$ cat src/rtl/fuzz_result_logger_pkg.sv
// Shared types for the fuzz result logger: flag/record layouts and the logger FSM states.
// Record field widths are fixed here; the logger's CNT_WIDTH/READ_DATA_WIDTH must match them.
package fuzz_result_logger_pkg;

    localparam int REC_CNT_W    = 16;
    localparam int REC_RESULT_W = 32;

    typedef enum logic [1:0] {
        L_IDLE,
        L_RUN,
        L_COMMIT
    } log_state_e;

    typedef struct packed {
        logic no_txn;
        logic overflow;
        logic hang;
        logic crash;
    } fuzz_flags_t;

    typedef struct packed {
        logic [REC_CNT_W-1:0]    run_id;
        logic [31:0]             addr;
        logic [31:0]             data;
        logic [REC_RESULT_W-1:0] result;
        fuzz_flags_t             flags;
    } fuzz_log_record_t;

endpackage

$ cat src/rtl/fuzz_result_logger_fifo.sv
// Synchronous show-ahead FIFO for log records; a push into a full FIFO is taken
// only when a pop happens in the same cycle.
module fuzz_result_logger_fifo #(
    parameter int  DEPTH = 16,
    parameter type T     = logic
) (
    input  logic                     clk,
    input  logic                     rst_n,
    input  logic                     clr,
    input  logic                     push,
    input  T                         din,
    input  logic                     pop,
    output T                         dout,
    output logic                     full,
    output logic                     empty,
    output logic [$clog2(DEPTH):0]   count
);

    localparam int AW = $clog2(DEPTH);
    localparam logic [AW:0] FULL_CNT = (AW+1)'(DEPTH);

    T              mem_q [DEPTH];
    logic [AW-1:0] wr_ptr_q, wr_ptr_d;
    logic [AW-1:0] rd_ptr_q, rd_ptr_d;
    logic [AW:0]   count_q, count_d;
    logic          pop_ok;
    logic          push_ok;

    assign pop_ok  = pop && (count_q != '0);
    assign push_ok = push && ((count_q != FULL_CNT) || pop_ok);

    always_comb begin
        wr_ptr_d = wr_ptr_q;
        rd_ptr_d = rd_ptr_q;
        count_d  = count_q;
        if (push_ok) begin
            wr_ptr_d = wr_ptr_q + AW'(1);
        end
        if (pop_ok) begin
            rd_ptr_d = rd_ptr_q + AW'(1);
        end
        if (push_ok && !pop_ok) begin
            count_d = count_q + (AW+1)'(1);
        end else if (!push_ok && pop_ok) begin
            count_d = count_q - (AW+1)'(1);
        end
    end

    always_ff @(posedge clk) begin
        if (!rst_n || clr) begin
            wr_ptr_q <= '0;
            rd_ptr_q <= '0;
            count_q  <= '0;
        end else begin
            wr_ptr_q <= wr_ptr_d;
            rd_ptr_q <= rd_ptr_d;
            count_q  <= count_d;
        end
    end

    // Storage carries no reset; validity is tracked by count_q alone.
    always_ff @(posedge clk) begin
        if (push_ok) begin
            mem_q[wr_ptr_q] <= din;
        end
    end

    assign dout  = mem_q[rd_ptr_q];
    assign full  = (count_q == FULL_CNT);
    assign empty = (count_q == '0);
    assign count = count_q;

endmodule

$ cat src/rtl/fuzz_result_logger.sv
// Snoops the fuzzer bus/status, folds each run into one record, logs it and keeps run statistics.
// Optional FUZZ_LOG_IRQ_EN: registered fill/crash interrupt; otherwise irq is held at 0.
module fuzz_result_logger
    import fuzz_result_logger_pkg::*;
#(
    parameter int LOG_DEPTH       = 16,
    parameter int READ_DATA_WIDTH = REC_RESULT_W,
    parameter int CNT_WIDTH       = REC_CNT_W,
    parameter int LOG_ALL         = 0,
    parameter int IRQ_THRESHOLD   = 8
) (
    input  logic                         clk,
    input  logic                         rst_n,
    input  logic                         clear,
    input  logic                         wb_cyc,
    input  logic                         wb_stb,
    input  logic                         wb_ack,
    input  logic [31:0]                  wb_addr,
    input  logic [31:0]                  wb_data,
    input  logic                         run_done,
    input  logic                         crash_detected,
    input  logic                         hang_detected,
    input  logic                         overflow_detected,
    input  logic [READ_DATA_WIDTH-1:0]   IP_output,
    input  logic                         rd_en,
    output logic                         rd_valid,
    output fuzz_log_record_t             rd_record,
    output logic [$clog2(LOG_DEPTH):0]   log_count,
    output logic                         log_full,
    output logic [CNT_WIDTH-1:0]         run_cnt,
    output logic [CNT_WIDTH-1:0]         crash_cnt,
    output logic [CNT_WIDTH-1:0]         hang_cnt,
    output logic [CNT_WIDTH-1:0]         dropped_cnt,
    output logic                         irq
);

    localparam int CW = $clog2(LOG_DEPTH) + 1;

    function automatic logic [CNT_WIDTH-1:0] sat_inc(input logic [CNT_WIDTH-1:0] v);
        return (&v) ? v : v + CNT_WIDTH'(1);
    endfunction

    log_state_e                 state_q;
    logic [31:0]                last_addr_q, last_addr_d;
    logic [31:0]                last_data_q, last_data_d;
    logic [READ_DATA_WIDTH-1:0] result_q, result_d;
    fuzz_flags_t                flags_q, flags_d;
    logic [CNT_WIDTH-1:0]       run_cnt_q, run_cnt_d;
    logic [CNT_WIDTH-1:0]       crash_cnt_q, crash_cnt_d;
    logic [CNT_WIDTH-1:0]       hang_cnt_q, hang_cnt_d;
    logic [CNT_WIDTH-1:0]       dropped_cnt_q, dropped_cnt_d;

    fuzz_log_record_t           commit_rec;
    fuzz_log_record_t           fifo_dout;
    logic                       commit;
    logic                       qualify;
    logic                       push;
    logic                       pop_ok;
    logic                       wr_accept;
    logic                       fifo_full;
    logic                       fifo_empty;
    logic [CW-1:0]              fifo_count;

    always_ff @(posedge clk) begin
        if (!rst_n || clear) begin
            state_q <= L_IDLE;
        end else begin
            case (state_q)
                L_IDLE: begin
                    if (run_done) begin
                        state_q <= L_COMMIT;
                    end else if (wb_cyc) begin
                        state_q <= L_RUN;
                    end
                end
                L_RUN: begin
                    if (run_done) begin
                        state_q <= L_COMMIT;
                    end
                end
                default: state_q <= L_IDLE;
            endcase
        end
    end

    always_comb begin
        last_addr_d = last_addr_q;
        last_data_d = last_data_q;
        result_d    = result_q;
        flags_d     = flags_q;
        if (wb_cyc && wb_stb && wb_ack) begin
            last_addr_d = wb_addr;
            last_data_d = wb_data;
        end
        case (state_q)
            L_IDLE: begin
                flags_d = '0;
                if (run_done) begin
                    flags_d.no_txn = 1'b1;
                    result_d       = IP_output;
                end
            end
            L_RUN: begin
                flags_d.crash    = flags_q.crash    | crash_detected;
                flags_d.hang     = flags_q.hang     | hang_detected;
                flags_d.overflow = flags_q.overflow | overflow_detected;
                if (run_done) begin
                    result_d = IP_output;
                end
            end
            default: flags_d = '0;
        endcase
    end

    assign commit  = (state_q == L_COMMIT);
    assign qualify = (LOG_ALL != 0) || (flags_q != '0);
    assign push    = commit && qualify;
    assign pop_ok  = rd_en && !fifo_empty;
    assign wr_accept = push && (!fifo_full || pop_ok);

    always_comb begin
        commit_rec.run_id = run_cnt_q;
        commit_rec.addr   = last_addr_q;
        commit_rec.data   = last_data_q;
        commit_rec.result = result_q;
        commit_rec.flags  = flags_q;
    end

    always_comb begin
        run_cnt_d     = run_cnt_q;
        crash_cnt_d   = crash_cnt_q;
        hang_cnt_d    = hang_cnt_q;
        dropped_cnt_d = dropped_cnt_q;
        if (commit) begin
            run_cnt_d = sat_inc(run_cnt_q);
            if (flags_q.crash) crash_cnt_d = sat_inc(crash_cnt_q);
            if (flags_q.hang)  hang_cnt_d  = sat_inc(hang_cnt_q);
            if (push && !wr_accept) dropped_cnt_d = sat_inc(dropped_cnt_q);
        end
    end

    // Address/data latches survive a soft clear; only a hard reset wipes them.
    always_ff @(posedge clk) begin
        if (!rst_n) begin
            last_addr_q <= '0;
            last_data_q <= '0;
        end else begin
            last_addr_q <= last_addr_d;
            last_data_q <= last_data_d;
        end
    end

    always_ff @(posedge clk) begin
        if (!rst_n || clear) begin
            result_q      <= '0;
            flags_q       <= '0;
            run_cnt_q     <= '0;
            crash_cnt_q   <= '0;
            hang_cnt_q    <= '0;
            dropped_cnt_q <= '0;
        end else begin
            result_q      <= result_d;
            flags_q       <= flags_d;
            run_cnt_q     <= run_cnt_d;
            crash_cnt_q   <= crash_cnt_d;
            hang_cnt_q    <= hang_cnt_d;
            dropped_cnt_q <= dropped_cnt_d;
        end
    end

    fuzz_result_logger_fifo #(
        .DEPTH (LOG_DEPTH),
        .T     (fuzz_log_record_t)
    ) u_fifo (
        .clk   (clk),
        .rst_n (rst_n),
        .clr   (clear),
        .push  (push),
        .din   (commit_rec),
        .pop   (rd_en),
        .dout  (fifo_dout),
        .full  (fifo_full),
        .empty (fifo_empty),
        .count (fifo_count)
    );

    assign rd_valid    = !fifo_empty;
    assign rd_record   = fifo_empty ? '0 : fifo_dout;
    assign log_count   = fifo_count;
    assign log_full    = fifo_full;
    assign run_cnt     = run_cnt_q;
    assign crash_cnt   = crash_cnt_q;
    assign hang_cnt    = hang_cnt_q;
    assign dropped_cnt = dropped_cnt_q;

`ifdef FUZZ_LOG_IRQ_EN
    logic          irq_q, irq_d;
    logic [CW-1:0] cnt_next;

    // Track next fill level so irq moves on the same edge as log_count.
    always_comb begin
        cnt_next = fifo_count;
        if (wr_accept && !pop_ok) begin
            cnt_next = fifo_count + CW'(1);
        end else if (!wr_accept && pop_ok) begin
            cnt_next = fifo_count - CW'(1);
        end
        irq_d = irq_q;
        if (cnt_next == '0) begin
            irq_d = 1'b0;
        end
        if ((int'(cnt_next) >= IRQ_THRESHOLD) || (wr_accept && commit_rec.flags.crash)) begin
            irq_d = 1'b1;
        end
    end

    always_ff @(posedge clk) begin
        if (!rst_n || clear) begin
            irq_q <= 1'b0;
        end else begin
            irq_q <= irq_d;
        end
    end

    assign irq = irq_q;
`else
    logic unused_irq_cfg;
    assign unused_irq_cfg = (IRQ_THRESHOLD > 0);
    assign irq = 1'b0;
`endif

endmodule
$ cat config.mk
export PLATFORM = sky130hd
export DESIGN_NAME = fuzz_result_logger
export DESIGN_NICKNAME = d
export VERILOG_FILES = /design/src/rtl/fuzz_result_logger_pkg.sv /design/src/rtl/fuzz_result_logger_fifo.sv /design/src/rtl/fuzz_result_logger.sv
export SDC_FILE = /design/constraint.sdc
export NUM_CORES = 2
export LEC_CHECK = 0
export BUFFER_PORTS_ARGS = -buffer_cell sky130_fd_sc_hd__buf_2
export CAP_MARGIN = 20
export CORE_MARGIN = 2
export CORE_UTILIZATION = 62
export CTS_CLUSTER_SIZE = 16
export DETAILED_ROUTE_END_ITERATION = 6
export GPL_ROUTABILITY_DRIVEN = 0
export GPL_TIMING_DRIVEN = 0
export PLACE_DENSITY = 0.9
export SKIP_LAST_GASP = 1
export SYNTH_ARGS = -nofsm -noshare
export SYNTH_HDL_FRONTEND = slang
export SYNTH_SLANG_ARGS = --single-unit
$ cat constraint.sdc
create_clock -name clk -period 14.36 [get_ports clk]
set_clock_uncertainty 0.05 [all_clocks]
set_input_delay 2.872 -clock clk [delete_from_list [all_inputs] [get_ports clk]]
set_output_delay 2.872 -clock clk [all_outputs]
set_load 0.01 [all_outputs]
==> qor.yml <==
die:
  die_height_um: 362
  core-area_um2: 128000
  rows: 131
  die_w_um: 362
  start_util_pct: 62.5
  dieArea_um2: 131000
  pin_count: 295
clock_tree:
  cts_buffers: 187
  post-cts-setup-buffers: 0
  path_clk_slew_ns: 0.07
  cts_num_sinks: 2039
  cts_root_buf: "clkbuf_16"
  cts_tree: "yes"
  cts_max_level: 4
  cts_buffer_depth: 3
  clk_latency_ns: 0.83
  ctsResizeCount: 0
  cts-hold-fix-buffers: 0
power_and_ir_drop:
  powerDensity_nw_per_um2: 131
  ir_drop_v: 0.000113
  p_leak_nw: 28.5
critical_path:
  cp-start-kind: "register"
  worstSetupEndpointType: "output port"
  crit_fanout: 11
  worstSetupPathType: "reg -> out"
  ff2ff_path_depth: 10
  required_ns: 11.44
  cp_top_family: "buffers and inverters"
  r2r_slack_ns: 10.01
  cpPeakStageDelay_ns: 0.99
  crit_path_cell_trace: "buf_2 > buf_2 > buf_1 > clkbuf_1 > o211ai_1 > o211ai_1 > o22ai_1 > buf_2"
  timing.critical_path.buf_inv: 5
  slowest_stage: "buf_1"
  reg2reg_to: "u_fifo.mem_q[2][47]$_DFFE_PP_"
  crit-reg2reg-launch: "commit_rec[1]$_SDFF_PP0_"
  cpMostUsedCell: "buf_2"
  worstPathArrival_ns: 5.30
min_path:
  min-delay-start: "dropped_cnt[15]$_SDFFE_PP0P_"
  hp-class: "reg -> reg"
  hold-path-endpoint: "dropped_cnt[15]$_SDFFE_PP0P_"
  holdPathStages: 1
status:
  status: "finished with violations"
  violations: "design-rule violations"
cells_and_area:
  drive_above_1_share_pct: 27.3
  syn_to_final_growth_pct: 14.8
  seq_area_um2: 59400
  nNetsFinal: 4917
  utilization_pct: 71.7
  instances_no_fill: 6626
  nFillCells: 6540
  multi_input_area_um2: 19100
  final_cell_area_um2: 91500
synthesis:
  synth_cells: 4194
  ys_ff_latch: 2039
  syn_area_um2: 79700
  syn_nets: 4315
  synth-edff-count: 1856
  syn_area_per_cell_um2: 19.0
  yosysWarningCount: 0
  synth-async-reset-ratio_pct: 0
  synth_cell_types: 63
  synth_top_flop_cell: "edfxtp_1"
  ys_seq_area_share_pct: 74.6
routing:
  routed_via_density: 7.44
  dr.first_iter.drc_count: 8335
  vias: 49300
  ant_nets: 0
  wl_per_cell_um: 37.2
  wl_um: 246000
  drc: 3
  dr.pass1.iters: 7
placed_design:
  place_inst: 6266
  dp_hpwl_um: 140000
  io_buffers: 293
  placed_area_um2: 85300
sta:
  worst_slew_pin_slew_ns: 1.26
  fmax_mhz: 122
  setup_viol: 0
  finalMaxSlewViolations: 0
  slew_headroom_pct: 15.8
  holdWs_ns: 0.455
  min_period_ns: 8.22
  rsz0062_at_grt: "false"
  setup_tns_ns: 0
  post-route-period-util_pct: 57.2
  finalHoldViolCount: 0
global_routing:
  antenna_found_initial: 18
  grt_pass1_vias: 49800
  grt_usage_pct: 37.4
  grt_pass1_wl_um: 348000
  grt.overflow.total: 0
  grt_max_degree: 28
run:
  drv_cap: 0
[per-stage QoR]
step	total power, mW	worst slack, ns
after floorplan	6.79	2.21
after global placement	6.96	-5.86
after detailed placement	6.97	7.63
after CTS	11.9	6.61
after global routing	12.1	6.39
final	12.0	6.14
[final cells by class]
type | instances | share of cell area [%]
inverters | 16 | 0.0657
clock inverters | 110 | 1.13
multi-input cells | 1872 | 20.9
repair buffers | 413 | 3.76
diodes | 11 | 0.0301
flip-flops and latches | 2039 | 64.9
clock buffers | 236 | 5.57
well taps | 1662 | 2.27
plain buffers | 267 | 1.34
[cells in the mapped netlist, drive strengths merged, types with 64 or more instances]
cell type	number	share of area (%)
a211oi	77	0.76
a21boi	64	0.60
a21oi	113	0.71
buf	146	0.97
clkbuf	121	0.57
dfxtp	183	4.6
edfxtp	1856	70
mux2	136	1.9
mux2i	291	3.7
mux4	368	10
nand2	264	1.2
nor2	81	0.38
o211ai	66	0.62
o21ai	84	0.54
o22ai	115	0.90
[registers in the layout, indices dropped and copies added, names as in the netlist, named ones only]
name	cells
commit_rec	4
u_fifo.wr_ptr_q	4
dropped_cnt	16
u_fifo.count	5
u_fifo.rd_ptr_q	4
result_q	32
state_q	2
u_fifo.mem_q	1856
crash_cnt	16
last_data_q	32
last_addr_q	32
run_cnt	16
hang_cnt	16
[how the worst max path moves through the flow]
stage / to / slack [ns] / cells past startpoint / start
6_report: rd_record[108] / 6.14 / 8 / register
3_5_place_dp: rd_record[108] / 7.63 / 8 / register
5_1_grt: rd_record[108] / 6.39 / 8 / register
2_1_floorplan: u_fifo.mem_q[3][0]$_DFFE_PP_ / 2.21 / 4 / rd_en
4_1_cts: rd_record[105] / 6.61 / 8 / register
3_3_place_gp: u_fifo.mem_q[3][53]$_DFFE_PP_ / -5.86 / 5 / rd_en
[routing by layer]
| layer | up-vias | GRT usage (%) | part of all wire, % |
|---|---|---|---|
| met5 | - | 0 | 0.052 |
| met4 | 22 | 26.7 | 8.6 |
| met3 | 1395 | 11.0 | 14 |
| met2 | 5645 | 58.7 | 47 |
| met1 | 24100 | 44.5 | 30 |
| li1 | 18200 | - | - |
[layout by cell type (no fill, tap or decap), types with 29 or more instances in the layout]
cell type  count
buf_4         36
mux4_2       368
edfxtp_1    1856
o21ai_0       80
buf_1         29
clkinv_2      36
nand2_1      264
o211ai_1      66
buf_6         42
clkinv_1      32
clkbuf_1     152
buf_2        380
buf_12        52
a211oi_1      75
dfxtp_1      183
a21oi_1      112
mux2i_1      291
a21boi_0      64
clkbuf_16    193
nor2_1        69
mux2_2       136
o22ai_1      115
[power breakdown]
| part | internal [mW] | switching [mW] | leakage [nW] |
|---|---|---|---|
| clock | 2.84 | 2.27 | 2.99 |
| sequential | 6.43 | 0.0473 | 18.1 |
| combinational | 0.141 | 0.252 | 7.45 |
[kinds of logic (layout without fill, tap and decap cells)]
group	Yosys count	after routing	synth area share, %
adders and majority gates	14	14	0.229
DFF	2039	2039	74.6
buffers and inverters	283	1042	1.62
muxes	795	795	16.0
other	1	12	0.00471
and+or+nand+nor	468	468	2.63
xor gates and xnor gates	44	44	0.484
AOI/OAI and AO/OA	550	550	4.50
[worst reg2reg max path: stages, from the launching register on]
cell	delay, ns
dfxtp_1	1.02
nor4_2	0.18
a211oi_4	0.43
nand2_1	0.35
nor3_2	0.64
buf_4	0.36
buf_6	0.21
buf_8	0.19
buf_6	0.21
buf_8	0.19
buf_6	0.20
Note: power is estimated with default switching activity, not from simulation.
